$ cat src/rtl/threshold_refractory_unit.sv
// Time-multiplexed threshold/refractory stage: one (neuron, potential) sample per cycle,
// per-neuron refractory counters, selectable reset mode and a registered output stage.
module threshold_refractory_unit #(
    parameter int INTEGER_WIDTH   = 8,
    parameter int DATA_WIDTH_FRAC = 0,
    parameter int DATA_WIDTH      = INTEGER_WIDTH + DATA_WIDTH_FRAC,
    parameter int NUM_NEURONS     = 16,
    parameter int IDX_WIDTH       = $clog2(NUM_NEURONS),
    parameter int REF_WIDTH       = 4,
    parameter int CNT_WIDTH       = 16
) (
    input  logic                         clk,
    input  logic                         rst_n,
    input  logic signed [DATA_WIDTH-1:0] vth,
    input  logic                         reset_mode,
    input  logic        [REF_WIDTH-1:0]  ref_period,
    input  logic                         in_valid,
    output logic                         in_ready,
    input  logic        [IDX_WIDTH-1:0]  in_idx,
    input  logic signed [DATA_WIDTH-1:0] in_vmem,
    output logic                         out_valid,
    input  logic                         out_ready,
    output logic        [IDX_WIDTH-1:0]  out_idx,
    output logic signed [DATA_WIDTH-1:0] vmem_out,
    output logic                         spike_out,
    input  logic                         cnt_clear,
    output logic        [CNT_WIDTH-1:0]  spike_count
);

    localparam logic [IDX_WIDTH:0] NUM_N_L = (IDX_WIDTH + 1)'(NUM_NEURONS);

    // Subtract at one extra bit, then clamp to the signed DATA_WIDTH range.
    function automatic logic signed [DATA_WIDTH-1:0] sat_sub(
        input logic signed [DATA_WIDTH-1:0] a,
        input logic signed [DATA_WIDTH-1:0] b
    );
        logic [DATA_WIDTH:0] d;
        d = {a[DATA_WIDTH-1], a} - {b[DATA_WIDTH-1], b};
        if (d[DATA_WIDTH] != d[DATA_WIDTH-1]) begin
            if (d[DATA_WIDTH]) begin
                sat_sub = {1'b1, {(DATA_WIDTH-1){1'b0}}};
            end else begin
                sat_sub = {1'b0, {(DATA_WIDTH-1){1'b1}}};
            end
        end else begin
            sat_sub = d[DATA_WIDTH-1:0];
        end
    endfunction

    logic        [REF_WIDTH-1:0]  r_ref_cnt [NUM_NEURONS];
    logic                         r_out_valid;
    logic        [IDX_WIDTH-1:0]  r_out_idx;
    logic signed [DATA_WIDTH-1:0] r_vmem_out;
    logic                         r_spike_out;
    logic        [CNT_WIDTH-1:0]  r_spike_count;

    logic                         w_accept;
    logic                         w_in_range;
    logic        [REF_WIDTH-1:0]  w_ref_cur;
    logic                         w_refr;
    logic                         w_fire;
    logic signed [DATA_WIDTH-1:0] w_vmem_next;
    logic                         w_spk_acc;

    assign in_ready    = !r_out_valid || out_ready;
    assign w_accept    = in_valid && in_ready;
    assign w_in_range  = ({1'b0, in_idx} < NUM_N_L);
    assign w_refr      = w_in_range && (w_ref_cur != '0);
    assign w_fire      = w_in_range && !w_refr && (in_vmem >= vth);
    assign w_spk_acc   = w_accept && w_fire;

    assign out_valid   = r_out_valid;
    assign out_idx     = r_out_idx;
    assign vmem_out    = r_vmem_out;
    assign spike_out   = r_spike_out;
    assign spike_count = r_spike_count;

    // Select the refractory counter of the addressed neuron.
    always_comb begin
        w_ref_cur = '0;
        for (int k = 0; k < NUM_NEURONS; k++) begin
            if (IDX_WIDTH'(k) == in_idx) begin
                w_ref_cur = r_ref_cnt[k];
            end else begin
                w_ref_cur = w_ref_cur;
            end
        end
    end

    // Updated potential in decision priority order.
    always_comb begin
        w_vmem_next = in_vmem;
        if (!w_in_range) begin
            w_vmem_next = in_vmem;
        end else if (w_refr) begin
            w_vmem_next = '0;
        end else if (w_fire) begin
            if (reset_mode) begin
                w_vmem_next = sat_sub(in_vmem, vth);
            end else begin
                w_vmem_next = '0;
            end
        end else begin
            w_vmem_next = in_vmem;
        end
    end

    // Refractory counters change only when their own neuron is accepted.
    always_ff @(posedge clk or negedge rst_n) begin
        if (!rst_n) begin
            for (int k = 0; k < NUM_NEURONS; k++) begin
                r_ref_cnt[k] <= '0;
            end
        end else begin
            for (int k = 0; k < NUM_NEURONS; k++) begin
                if (w_accept && w_in_range && (in_idx == IDX_WIDTH'(k))) begin
                    if (w_refr) begin
                        r_ref_cnt[k] <= r_ref_cnt[k] - REF_WIDTH'(1);
                    end else if (w_fire) begin
                        r_ref_cnt[k] <= ref_period;
                    end else begin
                        r_ref_cnt[k] <= r_ref_cnt[k];
                    end
                end else begin
                    r_ref_cnt[k] <= r_ref_cnt[k];
                end
            end
        end
    end

    // Output register: load on accept, hold while stalled, drop after hand-off.
    always_ff @(posedge clk or negedge rst_n) begin
        if (!rst_n) begin
            r_out_valid <= 1'b0;
            r_out_idx   <= '0;
            r_vmem_out  <= '0;
            r_spike_out <= 1'b0;
        end else if (w_accept) begin
            r_out_valid <= 1'b1;
            r_out_idx   <= in_idx;
            r_vmem_out  <= w_vmem_next;
            r_spike_out <= w_fire;
        end else if (out_ready) begin
            r_out_valid <= 1'b0;
        end else begin
            r_out_valid <= r_out_valid;
        end
    end

    // Saturating spike counter; a clear coinciding with a spike leaves one.
    always_ff @(posedge clk or negedge rst_n) begin
        if (!rst_n) begin
            r_spike_count <= '0;
        end else if (cnt_clear) begin
            r_spike_count <= w_spk_acc ? CNT_WIDTH'(1) : CNT_WIDTH'(0);
        end else if (w_spk_acc && (r_spike_count != '1)) begin
            r_spike_count <= r_spike_count + CNT_WIDTH'(1);
        end else begin
            r_spike_count <= r_spike_count;
        end
    end

endmodule

$ cat config.mk
export PLATFORM = sky130hd
export DESIGN_NAME = threshold_refractory_unit
export DESIGN_NICKNAME = d
export VERILOG_FILES = /design/src/rtl/threshold_refractory_unit.sv
export SDC_FILE = /design/constraint.sdc
export NUM_CORES = 1
export LEC_CHECK = 0
export ABC_AREA = 1
export BUFFER_PORTS_ARGS = -buffer_cell sky130_fd_sc_hd__buf_2
export CELL_PAD_IN_SITES_DETAIL_PLACEMENT = 0
export CELL_PAD_IN_SITES_GLOBAL_PLACEMENT = 1
export CORE_MARGIN = 2
export CORE_UTILIZATION = 35
export DETAILED_ROUTE_END_ITERATION = 7
export PLACE_DENSITY_LB_ADDON = 0.3
export SYNTH_ARGS = -nofsm -noshare
export SYNTH_HDL_FRONTEND = slang
export SYNTH_SLANG_ARGS = --single-unit
$ cat constraint.sdc
create_clock -name clk -period 2.3 [get_ports clk]
set_input_delay 0.46 -clock clk [delete_from_list [all_inputs] [get_ports clk]]
set_output_delay 0.46 -clock clk [all_outputs]
set_load 0.1 [all_outputs]
==> results of run 1 <==
-- final timing paths --
path                          startpoint        endpoint  slack (ps)  cells past startpoint
max reg2reg                r_ref_cnt[54]   r_ref_cnt[47]        -120                     18
min                            out_ready       out_valid         370                      4
min reg2reg                   out_idx[0]      out_idx[0]         480                      2
max                        r_ref_cnt[54]   r_ref_cnt[47]        -120                     18
min in group asynchronous          rst_n   r_ref_cnt[32]         540                      2
max in group asynchronous          rst_n  spike_count[0]        1100                      3
-- cell families after synthesis --
logic type               Yosys count  share of synthesized area [%]
AND/OR/NAND/NOR                  460                           31.0
AO/OA/AOI/OAI                    136                           11.5
adder cells (fa/ha/maj)           26                           5.44
XOR/XNOR                          44                           6.29
flip-flops                        94                           38.4
buffers and inverters            115                           7.40
-- metal layers --
metal	global-route usage (%)	share of wire, %	vias to the layer above
met4	4.40	1.3	0
met2	35.5	50	89
met3	3.32	2.9	19
met5	0	0	-
li1	-	-	3168
met1	25.9	46	2921
-- sequential cells by signal, indices dropped and copies added, names as in the netlist --
| register | flops |
|---|---|
| spike_out | 1 |
| spike_count | 16 |
| out_idx | 4 |
| out_valid | 1 |
| r_ref_cnt | 64 |
| vmem_out | 8 |
-- final cells by class --
type                    count  area (µm²)
fillers                  1685        8210
multi-input cells         668        4080
flip-flops and latches     94        2370
repair buffers            179        1530
inverters                  95         424
well taps                 225         282
clock buffers              15         268
clock inverters             1        5.00
-- worst max-delay path, stage by stage (launching register included) --
cell	delay, ps
dfrtp_1	410
nand3_1	90
nand3_1	80
nor2_1	110
nand4_1	130
nor2_2	130
nand3_1	80
nor2_1	130
nand2_1	70
nand2_1	70
nand3_2	110
a21boi_4	230
buf_6	180
nand2_8	100
buf_6	150
nand2_4	80
inv_6	50
nand2_1	50
o21ai_1	60
-- power groups by stage --
stage                     Combinational (mW)  Clock (mW)  Sequential, mW
after floorplan                         1.61           0            2.66
after global placement                  2.70           0            2.45
after detailed placement                2.71           0            2.45
after CTS                               2.87        1.48            2.43
after global routing                    3.78        1.56            2.49
final                                   3.43        1.45            2.44
-- cells in the final DEF (no fill, tap or decap), types with 3 or more instances in the layout --
master and n:
a21oi_1 18, buf_12 11, buf_2 55, buf_4 85, buf_6 19, clkbuf_1 4
clkbuf_16 14, dfrtp_1 84, dfrtp_2 8, ha_1 21, ha_4 4, inv_1 71
inv_2 10, inv_4 4, inv_6 4, inv_8 5, nand2_1 218, nand2_2 53
nand2_4 16, nand2_8 9, nand3_1 34, nand3_2 18, nand4_1 10, nor2_1 63
nor2_2 5, nor2_4 4, nor3_1 23, o21ai_0 34, o21ai_1 40, o21ai_2 34
o21ai_4 3, xnor2_1 27, xor2_1 16
-- per-stage QoR --
stage | cells | power (mW) | util, %
6_report | 1277 | 7.32 | 52.2
2_1_floorplan | 875 | 4.27 | -
3_5_place_dp | 1241 | 5.16 | 44.6
3_3_place_gp | 1241 | 5.15 | 44.6
5_1_grt | 1277 | 7.83 | 52.2
4_1_cts | 1268 | 6.78 | 48.1
-- timing repair --
action	CTS	global route
cloned	4	6
pin swaps	18	42
hold endpoints to repair	11	0
hold buffers	1	0
setup endpoints to repair	88	88
setup buffers	7	4
resized for setup	76	184
==> run summary, run 1 <==
H-tree Lvls: 3
Mapped Nets: 931
Gate count after technology mapping: 875
Synthesis warning total: 0
Area leader, netlist: dfrtp_1
DRT Pass-1 Iters: 4
Initial antenna violation count: 0
Seq pwr share: 33.4%
Top-count cell post-synth: nand2_1
Worst VDD drop: 0.511 mV
Clk buf depth: 2
Final Setup Violations: 84
Slew Viols, Final: 0
Hold slack final: 371 ps
Layout cells sized above 1: 35.9%
Syn avg cell area: 7.00 µm²
Vias per cell: 4.85
Least-Margin Pin Slew: 565 ps
Worst Skew: 12.7 ps
Clk sinks: 94
RePlAce Congestion: 0.806
Worst Path Max Fanout: 7
Synth area leaders: dfrtp_1 (38%), nand2_1 (18%), o21ai_0 (7.9%)
Failing checks: negative setup slack
Chip Height: 136 µm
CP Class: reg -> reg
Int Power: 4.38 mW
Skew-Pair Late Insertion Delay: 350 ps
Final min period: 2420 ps
Distinct cells, synth: 33
Post-layout nets: 1103
Crit start category: register
Total negative slack: -5630 ps
Layout area overhead: 46.4%
Final ANT Viol Nets: 0
Detailed-route DRC error count: 0
Core region area: 0.0172 mm²
Die X: 136 µm
Main synth FF type: dfrtp_1
Worst Setup End Kind: register
Iter 0 DRT Violations: 244
Final Cycle Share: 105%
Clock Power Share: 19.8%
Die ar.: 0.0186 mm²
Psw: 2.94 mW
Endpoint arrival time on the critical path: 2660 ps
Hold crit path type: in -> reg
Combinational Power Share: 46.8%
Top-Level Pins: 61
TritonCTS clock tree: yes
Post-Syn Area: 0.00612 mm²
Largest net degree at the start of global routing: 59
GRT Resource Usage Total: 20.1%
Dpl ws: -578 ps
Leakage: 4.42 nW
Status: complete, but fails checks
Seq/Total Area, Yosys: 38.4%
Fin. Hold Viols: 0
Starting density of the core: 35.6%
Top-area cell type share of the netlist area: 38.4%
Maxcap violations: 0
Switch share: 40.2%
WL final: 19000 µm
Ant. Diodes: 0
FFs w/ async S/R, synth: 100%
Most instantiated cells after synthesis: nand2_1 (292), o21ai_0 (97), dfrtp_1 (94), inv_1 (92), nor2_1 (71)
Worst EP required: 2540 ps
Port bufs: 60
Pwr Density: 816 mW/mm²
Clock slew at reported path FFs: 70 ps
Relative slew slack: 62.1%
Via Count: 6197
First-pass GRT wire length: 29300 µm
Vias in the first global route: 5820
Final instance area: 0.00896 mm²
Hpwl dp: 12300 µm
F_max: 413 MHz
Grt ovf: 0
Root Buffer: clkbuf_16
Core Rows: 48
RSZ-0062 raised after global routing: true
FF+latch count, synth: 94
DP Area: 0.00766 mm²
Post-synth EDFFs: 0
Wire per inst: 14.9 µm
Num CTS Buffers: 9
Setup ws final: -121 ps
(Power assumes the default switching activity.)
==> inputs of run 2 (changes only) <==
--- a/config.mk
+++ b/config.mk
@@ -9,10 +9,13 @@
 export BUFFER_PORTS_ARGS = -buffer_cell sky130_fd_sc_hd__buf_2
 export CELL_PAD_IN_SITES_DETAIL_PLACEMENT = 0
 export CELL_PAD_IN_SITES_GLOBAL_PLACEMENT = 1
+export CORE_ASPECT_RATIO = 0.8
 export CORE_MARGIN = 2
 export CORE_UTILIZATION = 35
 export DETAILED_ROUTE_END_ITERATION = 7
 export PLACE_DENSITY_LB_ADDON = 0.3
+export REMOVE_ABC_BUFFERS = 1
+export SLEW_MARGIN = 20
 export SYNTH_ARGS = -nofsm -noshare
 export SYNTH_HDL_FRONTEND = slang
 export SYNTH_SLANG_ARGS = --single-unit
==> run 2 against run 1 <==
  * The flow still finishes with violations (negative setup slack)
  * Register-to-register slack is essentially flat
  * Clock skew shrank 0.94 ps
  * Die area is essentially flat
  * Utilization shrank 2.3 points
  * Design area shrank 4.1%
  * Sequential power is essentially flat
  * Largest cell class unchanged
  * Cell count is the same
==> run summary, run 2 (synthesis results as in run 1) <==
CP Class: reg -> reg
Clock slew at reported path FFs: 70 ps (about the same)
Initial antenna violation count: 0 (unchanged)
H-tree Lvls: 3 (unchanged)
Worst EP required: 2540 ps (about the same)
Least-Margin Pin Slew: 822 ps (+257 ps)
Final min period: 2420 ps (+0.832 ps)
Failing checks: negative setup slack
Fillers: 1779 (+5.6%)
Wire per inst: 14.1 µm (-4.9%)
Chip Height: 122 µm (-10%)
DP Area: 0.00753 mm² (-1.7%)
Largest net degree at the start of global routing: 36 (-39%)
Setup ws final: -122 ps (-0.832 ps)
Worst Skew: 11.8 ps (-0.945 ps)
Biggest register: r_ref_cnt
Skew-Pair Late Insertion Delay: 360 ps (about the same)
GRT Resource Usage Total: 19.9% (-0.28 points)
Port bufs: 60 (unchanged)
Core region area: 0.0172 mm² (+0.23%)
Via Count: 6098 (-1.6%)
Vias per cell: 4.78 (-1.6%)
Maxcap violations: 0 (unchanged)
Vias in the first global route: 6054 (+4.0%)
Number of flip-flops under the largest register name: 64 (unchanged)
Grt ovf: 0 (unchanged)
Total negative slack: -5080 ps (+551 ps)
Ant. Diodes: 0 (unchanged)
Area of the multi-input gates: 0.00384 mm² (-5.9%)
Detailed-route DRC error count: 0 (unchanged)
Status: complete, but fails checks
Final Cycle Share: 105% (about the same)
Worst Path Max Fanout: 8 (+1)
First-pass GRT wire length: 29900 µm (+2.2%)
FF+latch area: 0.00235 mm² (-0.74%)
F_max: 413 MHz (about the same)
Leakage: 4.38 nW (-0.81%)
Final Setup Violations: 81 (-3.6%)
Die ar.: 0.0186 mm² (about the same)
Final instance area: 0.00860 mm² (-4.1%)
Pwr Density: 820 mW/mm² (+0.44%)
Worst VDD drop: 0.441 mV (-14%)
Worst Setup End Kind: register
Clk sinks: 94 (unchanged)
Core Rows: 43 (-10%)
Die X: 152 µm (+11%)
Crit start category: register
Most frequent cells in the layout: nand2_1 (231), dfrtp_1 (94), buf_4 (92)
Top-Level Pins: 61 (unchanged)
Final ANT Viol Nets: 0 (unchanged)
Clk buf depth: 2 (unchanged)
WL final: 18100 µm (-4.9%)
Starting density of the core: 35.6% (-0.083 points)
RSZ-0062 raised after global routing: true
TritonCTS clock tree: yes
Hold slack final: 66.0 ps (-305 ps)
Endpoint arrival time on the critical path: 2660 ps (about the same)
Hpwl dp: 12700 µm (+3.3%)
Num CTS Buffers: 9 (unchanged)
Slew Viols, Final: 0 (unchanged)
Post-layout nets: 1105 (+0.18%)
Cts hold-fix bufs: 0 (-1)
Fin. Hold Viols: 0 (unchanged)
Relative slew slack: 45.1% (-17 points)
Commonest non-fill, non-tap cell in the layout: nand2_1
Iter 0 DRT Violations: 300 (+23%)
RePlAce Congestion: 0.853 (+5.9%)
Hold crit path type: in -> async
Layout cells sized above 1: 32.2% (-3.7 points)
Layout area overhead: 40.4%
DRT Pass-1 Iters: 4 (unchanged)
Root Buffer: clkbuf_16
[run 2: changes by cell type in the layout (fill, tap and decap cells not counted), moves of 5 or more]
cell     change
buf_4        +7
nand3_1     +12
nand2_1     +13
dfrtp_1     +10
inv_4        +6
nand3_2     -11
dfrtp_2      -8
inv_8        -5
nand2_2     -10
nand2_8      -5
[run 2: per-stage QoR]
stage / cells / util (%) / worst slack (ps) / total power [mW]
6_report: 1277 / 49.9 / -122 / 7.05
5_1_grt: 1277 / 49.9 / -333 / 7.58
4_1_cts: 1274 / 47.4 / -98.0 / 6.74
3_5_place_dp: 1252 / 43.7 / -679 / 5.09
3_3_place_gp: 1252 / 43.7 / -637 / 5.06
2_1_floorplan: 855 / - / -1550 / 4.18
[run 2: worst paths after layout]
path / startpoint / to / slack, ps / depth (start not counted)
worst max-delay path: r_ref_cnt[62] / r_ref_cnt[37] / -120 / 17
worst min-delay path: rst_n / r_ref_cnt[61] / 70 / 1
worst max register to register: r_ref_cnt[62] / r_ref_cnt[37] / -120 / 17
worst min register to register: vmem_out[4] / vmem_out[4] / 480 / 2
max in group asynchronous: rst_n / r_ref_cnt[40] / 1630 / 2
min in group clk: out_ready / out_valid / 390 / 4
[run 2: area by class of cell]
| cell class | instances | area share (%) |
|---|---|---|
| Tap cell | 225 | 3.27 |
| Multi-Input combinational cell | 668 | 44.7 |
| Clock inverter | 2 | 0.116 |
| Sequential cell | 94 | 27.4 |
| Inverter | 95 | 4.61 |
| Timing Repair Buffer | 181 | 17.1 |
| Clock buffer | 12 | 2.87 |
[run 2: timing repair]
item | 4_1_cts | 5_1_grt
resized for setup | 126 | 154
endpoints found under the hold margin | 0 | 0
pin swaps | 20 | 40
setup endpoints to repair | 88 | 89
cloned | 3 | 1
setup buffers | 5 | 3
[run 2: layer usage]
metal / wire, µm / vias to the layer above / track usage (%) / part of all wire, %
li1: - / 3158 / - / -
met1: 8850 / 2830 / 27.4 / 49
met2: 8330 / 100 / 32.9 / 46
met3: 758 / 10 / 3.32 / 4.2
met4: 121 / 0 / 4.56 / 0.67
met5: 0 / - / 0 / 0
[run 2: worst max-delay path, cell delays in order, from the launching register on]
cell and delay (ps):
dfrtp_1 410, nand3_1 100, nand3_1 100, nor2_2 130
nand4_1 130, nor2_1 130, nand3_1 80, nor2_1 120
nand2_1 70, nand2_1 60, nand3_2 100, a21boi_4 240
buf_12 200, nand2_8 140, nand2_4 130, inv_4 50
nand2_2 70, o21ai_2 50
[run 2: power by group]
part           internal (mW)  leakage, nW  total [mW]  switching, mW
Clock                  0.749        0.128        1.40          0.653
Sequential              2.08         1.19        2.44          0.358
Combinational           1.40         3.07        3.21           1.81
